$ cat config.mk
export PLATFORM = sky130hd
export DESIGN_NAME = channel_fifo
export DESIGN_NICKNAME = d
export VERILOG_FILES = /design/src/rtl/channel_fifo_pkg.sv /design/src/rtl/channel_fifo_ring_ptr.sv /design/src/rtl/channel_fifo.sv
export SDC_FILE = /design/constraint.sdc
export NUM_CORES = 1
export LEC_CHECK = 0
export BUFFER_PORTS_ARGS = -buffer_cell sky130_fd_sc_hd__buf_2
export CAP_MARGIN = 10
export CORE_MARGIN = 1.5
export CORE_UTILIZATION = 46
export CTS_CLUSTER_DIAMETER = 120
export DETAILED_ROUTE_END_ITERATION = 16
export PLACE_DENSITY = 0.71
export SLEW_MARGIN = 20
export SYNTH_ARGS = -nofsm -noshare
export SYNTH_HDL_FRONTEND = slang
export SYNTH_SLANG_ARGS = --single-unit
$ cat constraint.sdc
create_clock -name clk -period 1.95 [get_ports clk]
set_input_delay 0.2925 -clock clk [delete_from_list [all_inputs] [get_ports clk]]
set_output_delay 0.2925 -clock clk [all_outputs]
set_load 0.02 [all_outputs]
$ cat src/rtl/channel_fifo_pkg.sv
// Shared definitions for the channel FIFO: the occupancy-update decode used by the top level.
package channel_fifo_pkg;

  localparam int DEPTH_MIN = 2;

  typedef enum logic [1:0] {
    CNT_HOLD,
    CNT_INC,
    CNT_DEC
  } cnt_op_e;

  // Simultaneous push and pop leave occupancy unchanged.
  function automatic cnt_op_e count_op(input logic push, input logic pop);
    cnt_op_e op;
    op = CNT_HOLD;
    if (push && !pop) op = CNT_INC;
    else if (pop && !push) op = CNT_DEC;
    return op;
  endfunction

endpackage

$ cat src/rtl/channel_fifo_ring_ptr.sv
// Circular index register: wraps from Depth-1 back to 0, so Depth need not be a power of two.
module ring_ptr #(
  parameter int Depth = 4,
  parameter int PtrW  = $clog2(Depth)
) (
  input  logic            clk,
  input  logic            reset,
  input  logic            inc,
  output logic [PtrW-1:0] ptr
);

  localparam logic [PtrW-1:0] LAST = PtrW'(Depth - 1);

  always_ff @(posedge clk or posedge reset) begin
    if (reset) begin
      ptr <= '0;
    end else if (inc) begin
      ptr <= (ptr == LAST) ? '0 : ptr + PtrW'(1);
    end
  end

endmodule

$ cat src/rtl/channel_fifo.sv
// Elastic buffer between two valid/acknowledge channels; handshakes depend only on registered occupancy.
module channel_fifo
  import channel_fifo_pkg::*;
#(
  parameter int N      = 1,
  parameter int Depth  = 4,
  parameter int CountW = $clog2(Depth + 1)
) (
  input  logic              clk,
  input  logic              reset,
  input  logic [N-1:0]      in_d,
  input  logic              in_v,
  output logic              in_a,
  output logic [N-1:0]      out_d,
  output logic              out_v,
  input  logic              out_a,
  output logic [CountW-1:0] count
);

  localparam int PtrW = $clog2(Depth);
  localparam logic [CountW-1:0] FULL = CountW'(Depth);

  logic [N-1:0]    mem [Depth];
  logic [PtrW-1:0] rd_ptr;
  logic [PtrW-1:0] wr_ptr;
  logic            push;
  logic            pop;

  assign in_a  = (count != FULL);
  assign out_v = (count != '0);
  assign push  = in_v && in_a;
  assign pop   = out_v && out_a;
  assign out_d = mem[rd_ptr];

  ring_ptr #(.Depth(Depth), .PtrW(PtrW)) u_rd_ptr (
    .clk   (clk),
    .reset (reset),
    .inc   (pop),
    .ptr   (rd_ptr)
  );

  ring_ptr #(.Depth(Depth), .PtrW(PtrW)) u_wr_ptr (
    .clk   (clk),
    .reset (reset),
    .inc   (push),
    .ptr   (wr_ptr)
  );

  // Storage carries no reset; stale contents are hidden by out_v.
  always_ff @(posedge clk) begin
    if (push) begin
      mem[wr_ptr] <= in_d;
    end
  end

  always_ff @(posedge clk or posedge reset) begin
    if (reset) begin
      count <= '0;
    end else begin
      unique case (count_op(push, pop))
        CNT_INC: count <= count + CountW'(1);
        CNT_DEC: count <= count - CountW'(1);
        default: count <= count;
      endcase
    end
  end

`ifndef SYNTHESIS
  a_depth_min:   assert property (@(posedge clk) Depth >= DEPTH_MIN);
  a_count_max:   assert property (@(posedge clk) disable iff (reset) count <= FULL);
  a_push_full:   assert property (@(posedge clk) disable iff (reset) !(push && count == FULL));
  a_pop_empty:   assert property (@(posedge clk) disable iff (reset) !(pop && count == '0));
  a_in_d_known:  assert property (@(posedge clk) disable iff (reset) push |-> !$isunknown(in_d));
`endif

endmodule

**Word level (Yosys, flattened, before mapping)**

Memory sizes are Yosys's and may differ from the RTL's.
Index checks and enable logic that the tools add are counted.

- Register bits after elaboration: 7
- Memories: 1
- Input bits: 5
- RAM bits: 4
- Word-level logic and storage cells: 28

- Reduce and logical (&&, ||, !) cells: 8
- Add/subtract/negate cells: 4
- Eq/ne operators: 5
- Muxes and demuxes: 7

Memory list:

| name | words | bits a word | rd ports | clocked after Yosys merged registers in | write ports | line | text |
|---|---|---|---|---|---|---|---|
| mem | 4 | 1 | 1 | 0 | 1 | channel_fifo.sv:23 | `logic [N-1:0] mem [Depth];` |

Operator list:

| cell | number |
|---|---|
| 2-to-1 mux 2 bit | 4 |
| equality test 2 bit, second input constant | 3 |
| one-hot mux 3 bit (2 select lines) | 1 |
| adder 2 x 1 -> 2 bit, second input constant | 2 |
| logical AND 1 bit | 4 |
| adder 3 x 1 -> 3 bit, second input constant | 1 |
| inequality test 3 bit, second input constant | 1 |
| nonzero test 3 bit | 1 |
| subtractor 3 x 1 -> 3 bit, second input constant | 1 |
| equality test 2 x 1 -> 1 bit, second input constant | 1 |
| logical NOT 1 bit | 2 |
| 2-to-1 mux 1 bit | 2 |
| nonzero test 2 bit | 1 |

**Depth between registers and ports, before layout**

Gate-level depths: netlist of the first run.

- Depth in word-level cells: 8
- Depth in mapped cells: 9

**Cells and area by module**

From an unflattened synthesis of the first run, not the netlist that was laid out.

- Cells, all modules: 43
- Area total of the unflattened synthesis: 556.8 sq um

Modules (own cells, without submodules):

| module | cells an instance | seq. area each (sq um) | area an instance (sq um) | times used |
|---|---|---|---|---|
| channel_fifo | 29 | 195.2 | 371.6 | 1 |
| ring_ptr | 7 | 50.0 | 92.6 | 2 |

**Least setup slack after synthesis of the first run**

No wires, ideal clock.

- Kind: reg-to-reg
- From: reg count[2]
- To: reg count[2]
- Setup slack: -0.259 ns
- Stages on the path, launching flop included: 10
- Arrival time: 2.129 ns
- Path buffers: 0
- Cells stage by stage: dfrtp_1 > or3b_4 > and2_4 > inv_1 > ha_1 > inv_1 > fa_1 > xor2_1 > nor2_1 > xor2_1

- Word-level cells in the longest chain between the ends: 8
- Elaborated cells between the ends (all ways): 16
- Classes of those cells: 2 x add/sub; 3 x eq/ne; 3 x mux; 8 x reduce/logical

Ends and longest elaborated chain:

| item | line | text |
|---|---|---|
| start: declaration | channel_fifo.sv:17 | `output logic [CountW-1:0] count` |
| start signal: assignment | channel_fifo.sv:61 | `CNT_INC: count <= count + CountW'(1);` |
| start signal: assignment | channel_fifo.sv:62 | `CNT_DEC: count <= count - CountW'(1);` |
| start signal: assignment | channel_fifo.sv:63 | `default: count <= count;` |
| inequality test 3 bit (*) | channel_fifo.sv:29 | `assign in_a = (count != FULL);` |
| net in_a | channel_fifo.sv:13 | `output logic in_a,` |
| logical AND 1 bit (*) | channel_fifo.sv:31 | `assign push = in_v && in_a;` |
| logical NOT 1 bit | channel_fifo_pkg.sv:17 | `else if (pop && !push) op = CNT_DEC;` |
| logical AND 1 bit | channel_fifo_pkg.sv:17 |  |
| 2-to-1 mux 2 bit | channel_fifo_pkg.sv:17 |  |
| 2-to-1 mux 2 bit (*) | channel_fifo_pkg.sv:16 | `if (push && !pop) op = CNT_INC;` |
| equality test 2 bit or equality test 2 x 1 -> 1 bit (tied branches) | channel_fifo.sv:60 | `unique case (count_op(push, pop))` |
| one-hot mux 3 bit (2 select lines) or nonzero test 2 bit (tied branches) | -- |  |

Mark *: on every way through the listed nets, which the timed path passes. The rest lies on a longest branch.
A chain may end at the register's enable or synchronous reset.

**Final worst setup path of the first run**

- From: reg count[0]
- To: reg count[2]

- Word-level cells in the longest chain between the ends: 8
- Elaborated cells between the ends (all ways): 16
- Classes of those cells: 2 x add/sub; 3 x eq/ne; 3 x mux; 8 x reduce/logical

Ends and longest elaborated chain:

| item | line |
|---|---|
| inequality test 3 bit | channel_fifo.sv:29 |
| logical AND 1 bit | channel_fifo.sv:31 |
| logical NOT 1 bit | channel_fifo_pkg.sv:17 |
| logical AND 1 bit | channel_fifo_pkg.sv:17 |
| 2-to-1 mux 2 bit | channel_fifo_pkg.sv:17 |
| 2-to-1 mux 2 bit | channel_fifo_pkg.sv:16 |
| equality test 2 bit or equality test 2 x 1 -> 1 bit (tied branches) | channel_fifo.sv:60 |
| one-hot mux 3 bit (2 select lines) or nonzero test 2 bit (tied branches) | -- |

Parallel ways exist; a longest one is shown, timed or not.

==> results of run 1 <==
-- repair_timing --
item	4_1_cts	5_1_grt
endpoints found under the hold margin	7	0
endpoints found under the setup margin	2	2
gates resized for setup	1	0
setup buffers	0	1
pin swaps	2	0
hold buffers	1	0
-- area by class of cell --
cell class,count,area [µm²],share of cell area [%]
flip-flops and latches,11,298,37.8
clock buffers,4,26.3,3.33
repair buffers,19,120,15.2
well taps,14,17.5,2.22
multi-input cells,27,297,37.6
inverters,8,30.0,3.81
-- worst max path at each step --
stage,startpoint,to,slack (ps),cells past startpoint
4_1_cts,count[0],count[2],-70,9
6_report,count[0],count[2],-80,9
3_3_place_gp,count[0],count[2],-50,9
2_1_floorplan,count[0],count[2],-170,9
3_5_place_dp,count[0],count[2],-70,9
5_1_grt,count[0],count[2],-140,9
-- placed cells by master (no fill, tap or decap), types with 2 or more instances in the layout --
cell	instances
mux2_4	2
buf_4	8
clkbuf_4	3
ha_1	5
inv_1	6
dfrtp_1	5
nor2_1	3
and3_2	4
mux2_2	2
dfrtp_2	2
inv_2	2
xor2_1	2
edfxtp_1	4
buf_2	10
-- logic make-up (layout without fill, tap and decap cells) --
group	Yosys count	in the layout	share of synthesized area, %
flip-flops	11	11	48.9
multiplexers	6	6	14.1
XOR/XNOR	3	3	4.35
AND/OR/NAND/NOR	11	11	12.0
adder cells (fa/ha/maj)	7	7	15.7
buffers and inverters	8	31	4.97
-- per-layer routing --
metal,vias up,global-route usage [%],wire length [µm]
met5,-,0,0
met1,187,17.2,412
met4,0,12.9,27
met2,5,25.4,506
met3,4,3.47,21
li1,197,-,-
-- per-stage QoR --
step	util [%]	worst slack [ps]	TNS, ps	cells
global placement	63.4	-47.3	-47.3	77
floorplan	-	-171	-288	46
finish	67.3	-81.4	-81.4	83
CTS	66.7	-72.7	-72.7	82
detailed placement	63.4	-68.0	-68.0	77
global route	67.3	-143	-185	83
-- state kept, by name (all words and copies together) (netlist names) --
name and flops:
mem 4, u_wr_ptr.ptr 2, count 3, u_rd_ptr.ptr 2
-- power by group through the flow --
| stage | clock [W] | combinational (W) | sequential [W] |
|---|---|---|---|
| 2_1_floorplan | 0 | 0.000415 | 0.000458 |
| 3_3_place_gp | 0 | 0.000651 | 0.000417 |
| 3_5_place_dp | 0 | 0.000673 | 0.000422 |
| 4_1_cts | 0.000160 | 0.000699 | 0.000418 |
| 5_1_grt | 0.000170 | 0.000768 | 0.000433 |
| 6_report | 0.000156 | 0.000705 | 0.000418 |
==> results by group, run 1 <==
Synthesis
  – Cell accounting for the most synthesized area: dfrtp_1
  – Unique masters post-synth: 17
  – Cells after Synth: 46
  – Synth area leaders: dfrtp_1 29%, edfxtp_1 20%, ha_1 12%
  – Warnings, synthesis: 0
  – Number of synthesized flops with an enable pin: 4
  – Post-synthesis sequential area ratio: 48.9%
  – Async SR Flop Fraction: 63.6%
  – Synth top cells by count: 8 x inv_1, 7 x dfrtp_1, 6 x ha_1
  – Mapped cell area: ~600 µm²
  – Most frequent cell after synthesis: inv_1
  – Post-Syn Nets: 58
  – Main flop type after synthesis: dfrtp_1
  – Synth Area per Inst: 13.1 µm²
  – Synth top area share: 29.0%
  – FF+latch count, synth: 11

Min path
  – Hold Crit Class: primary input to register
  – Worst hold stages: 1
  – Hold path start: in_d
  – Hold Crit Endpoint: mem[0]

Flow run
  – Max-cap violations: 0

Clock network
  – CTS Sinks: 11
  – Clk_lat worst skew: 270 ps
  – CTS tree: done
  – Clock-pin slew on the worst setup and hold paths: about 70 ps
  – H-tree levels: 1
  – Root Driver: clkbuf_4
  – Number of buffers created by CTS: 3
  – CTS Buffer Depth: 2

Worst setup path
  – Max stage delay on crit path: 410 ps
  – R2r startpoint: count[0]
  – CP Launch Type: register
  – CP bufs+invs: 2
  – Reg2reg path depth: 9
  – Critical Path AT: 2230 ps
  – Critical Path Sink Type: register
  – Critical-path cell list: or3b_4 -> and2_4 -> inv_2 -> ha_4 -> inv_2 -> fa_2 -> xor2_1 -> nor2_1 -> xor2_1
  – Setup CP Type: register to register
  – Top delay family on crit path: simple AND/OR/NAND/NOR gates
  – Slowest CP cell: dfrtp_2
  – R2r endpoint: count[2]
  – FF-to-FF setup slack: -80 ps
  – Worst Path Max Fanout: 3
  – CP required: 2150 ps

Floorplan
  – Total die area: roughly 0.0015 mm²
  – Ports: 11
  – Num rows: 12
  – Die Y-Extent: 39.2 µm
  – Die width: between 30 and 40 µm
  – Initial Utilization: 51.6%
  – Core Footprint: 0.00117 mm²

Power and ir drop
  – Power after layout: 0.00128 W
  – Switching share of power: 37.2%
  – Cell-internal power: 0.000803 W
  – Leakage: 0.391 nW
  – Pwr/cell area: 1620 mW/mm²
  – Psw: approximately 0.00048 W
  – Power share of the clock group: 12.2%
  – Comb pwr share: a little under three fifths
  – Power share of the sequential group: between 30 and 40%
  – Worst vdd ir: 803 µV

Finish
  – Layout cell share with drive strength beyond 1: 58.0%
  – Design Area, Final: 788 µm²
  – Nets: 82
  – Area delta synth->final: 30.4%
  – Fill cells: 97
  – Antenna diodes: 0

Placement
  – # port buffers: 10
  – HPWL after DPL: approximately 720 µm
  – Placed Area: about 740 µm²
  – Gpl congestion: 0.690

Drt
  – Routed WL: 967 µm
  – Via density per instance: 4.73
  – Initial DRC Count: 3
  – Average wire per standard cell: 11.7 µm
  – Initial DRT Pass Iterations: 3
  – Antenna viol nets, final: 0
  – DRC: 0
  – Routed vias: 393

Timing
  – Finish-stage setup viols: 1
  – Hold WS: around 240 ps
  – RSZ-0062 raised after global routing: true
  – Fin crit share: 104%
  – Max-slew violation count: 0
  – Clk_skew: 1.95 ps
  – Worst slew pin tran: 272 ps
  – Worst slew margin: 81.9%
  – Achievable clock frequency: a little under 500 MHz
  – Crit path time final: 2030 ps
  – Hold Fails Final Rpt: 0
  – Setup WS post-layout: -81.4 ps

Run status
  – Failing checks: negative setup slack
  – Status: finished, violations left

GRT
  – Initial antenna violation count: 0
  – First-pass GRT wire length: 1.48 mm
  – Total track usage: 15.7%
  – Vias in the first global route: 375
  – Largest net degree at the start of global routing: 8
  – Total gr overflow: 0
Note: power is estimated with default switching activity, not from simulation.
==> run 2, diff against run 1 <==
clock period = 1.6 ns   (was 1.95 ns; I/O delays follow)
==> results by group, run 2 (synthesis results as in run 1) <==
Run status
  – Status: finished, violations left
  – Failing checks: negative setup slack

Finish
  – Layout cell share with drive strength beyond 1: around three fifths
  – Max reg flops: 4
  – Area delta synth->final: 38.1%
  – Final core occ: between 70% and 80%
  – Antenna diodes: 0
  – Most flops, register: mem
  – Top flop regs: mem: 4 flops, count: 3 flops
  – Most common cell after layout, fill and taps aside: buf_4
  – Most frequent cells in the layout: 11 x buf_4, 7 x buf_2, 5 x inv_1, 5 x ha_1, 5 x dfrtp_1
  – Nets: 84
  – Final std cells w/o fill: 85

Drt
  – DRC: 0
  – Metal-1 WL: 459 µm
  – Top Layer Used: met4
  – Via density per instance: 4.74
  – Antenna viol nets, final: 0
  – Initial DRT Pass Iterations: 2
  – Initial DRC Count: 5
  – Average wire per standard cell: 12.0 µm
  – Met2 routed WL: 509 µm
  – Routed vias: 403
  – Met3 wire len: 26 µm
  – Routed WL: 1.02 mm

Placement
  – HPWL after DPL: 680 µm
  – Gpl congestion: 0.673
  – # port buffers: 10
  – Placed cell count: 76

Timing
  – Hold Fails Final Rpt: 0
  – Finish-stage setup viols: 6
  – RSZ-0062 raised after global routing: true
  – Crit path time final: 2000 ps
  – Clk_skew: around 6.0 ps
  – Worst slew margin: 81.3%
  – Setup WS post-layout: -399 ps
  – Worst slew pin tran: 280 ps
  – Setup TNS Final: -782 ps
  – Achievable clock frequency: 500 MHz
  – Max-slew violation count: 0
  – Fin crit share: 125%

Power and ir drop
  – Leakage: 0.415 nW
  – Pwr/cell area: 1980 mW/mm²
  – Power share of the sequential group: 30.7%
  – Worst vdd ir: 973 µV
  – Power share of the clock group: 11.5%
  – Comb pwr share: 57.8%
  – Switching share of power: 36.4%
  – Psw: 0.000602 W
  – Cell-internal power: roughly 0.0011 W

Clock network
  – CTS Sinks: 11
  – CTS tree: done
  – Number of buffers created by CTS: 3
  – H-tree levels: 1
  – Clk_lat worst skew: 270 ps
  – Root Driver: clkbuf_4
  – CTS Buffer Depth: 2
  – Clock-pin slew on the worst setup and hold paths: 70 ps

Floorplan
  – Core Footprint: 0.00117 mm²
  – Num rows: 12
  – Initial Utilization: about 52%
  – Die Y-Extent: 39.2 µm
  – Ports: 11
  – Die width: 39.2 µm
  – Total die area: 0.00154 mm²

Worst setup path
  – CP required: 1760 ps
  – Critical Path Sink Type: register
  – Critical Path AT: 2160 ps
  – Worst Path Max Fanout: 3
  – Setup CP Type: register to register
  – FF-to-FF setup slack: -400 ps
  – CP Launch Type: register

GRT
  – Total track usage: between 10% and 20%
  – Vias in the first global route: 362
  – First-pass GRT wire length: 1.48 mm
  – Total gr overflow: 0
  – Largest net degree at the start of global routing: 8
  – Initial antenna violation count: 0

Min path
  – Hold Crit Class: primary input to register

Flow run
  – Max-cap violations: 0
-- run 2: worst max-delay path, cell delays in order (launching register included) --
cell and delay [ps]:
dfrtp_1 410, or3b_4 380, and2_4 150, inv_2 60
ha_4 120, inv_2 40, fa_2 340, xor2_1 160
nor2_1 70, xor2_1 160
-- run 2: final cells by class --
type                       count  area (µm²)
timing repair buffer          21         150
sequential                    11         298
inverter                       8        30.0
multi-input combinational     27         313
fill                          76         337
tap                           14        17.5
clock buffer                   4        26.3
-- run 2: layer usage --
layer	GRT usage, %	up-vias
met5	0	-
met1	19.9	190
met3	5.20	4
met4	10.3	0
li1	-	204
met2	21.7	5
-- run 2: timing repair --
item | CTS | global route
endpoints found under the setup margin | 4 | 8
endpoints found under the hold margin | 7 | 0
gates resized for setup | 4 | 6
pin swaps | 2 | 2
gates cloned | 0 | 0
buffers inserted | 0 | 4
hold buffers | 1 | 0
-- run 2: worst paths after layout --
path,from,endpoint,cells after the start
min in group asynchronous,reset,count[1],3
worst max register to register,count[1],count[2],9
max in group asynchronous,reset,count[2],3
worst min-delay path,in_d,mem[3],1
worst min register to register,u_rd_ptr.ptr[1],u_rd_ptr.ptr[1],1
worst max-delay path,count[1],count[2],9
-- run 2: power groups by stage --
| stage | Sequential, W | Combinational (W) | Clock [W] |
|---|---|---|---|
| final | 0.000508 | 0.000955 | 0.000190 |
| after global routing | 0.000522 | 0.00106 | 0.000200 |
| after CTS | 0.000516 | 0.000823 | 0.000190 |
| after detailed placement | 0.000521 | 0.000782 | 0 |
| after global placement | 0.000514 | 0.000775 | 0 |
| after floorplan | 0.000558 | 0.000505 | 0 |
-- run 2: metrics by stage --
step	power [W]	area [µm²]	hold WS (ps)	setup WS, ps
after floorplan	0.00106	622	43.3	-521
after global placement	0.00129	734	177	-408
after detailed placement	0.00130	734	186	-402
after CTS	0.00153	782	185	-410
after global routing	0.00178	835	195	-497
final	0.00165	835	191	-399
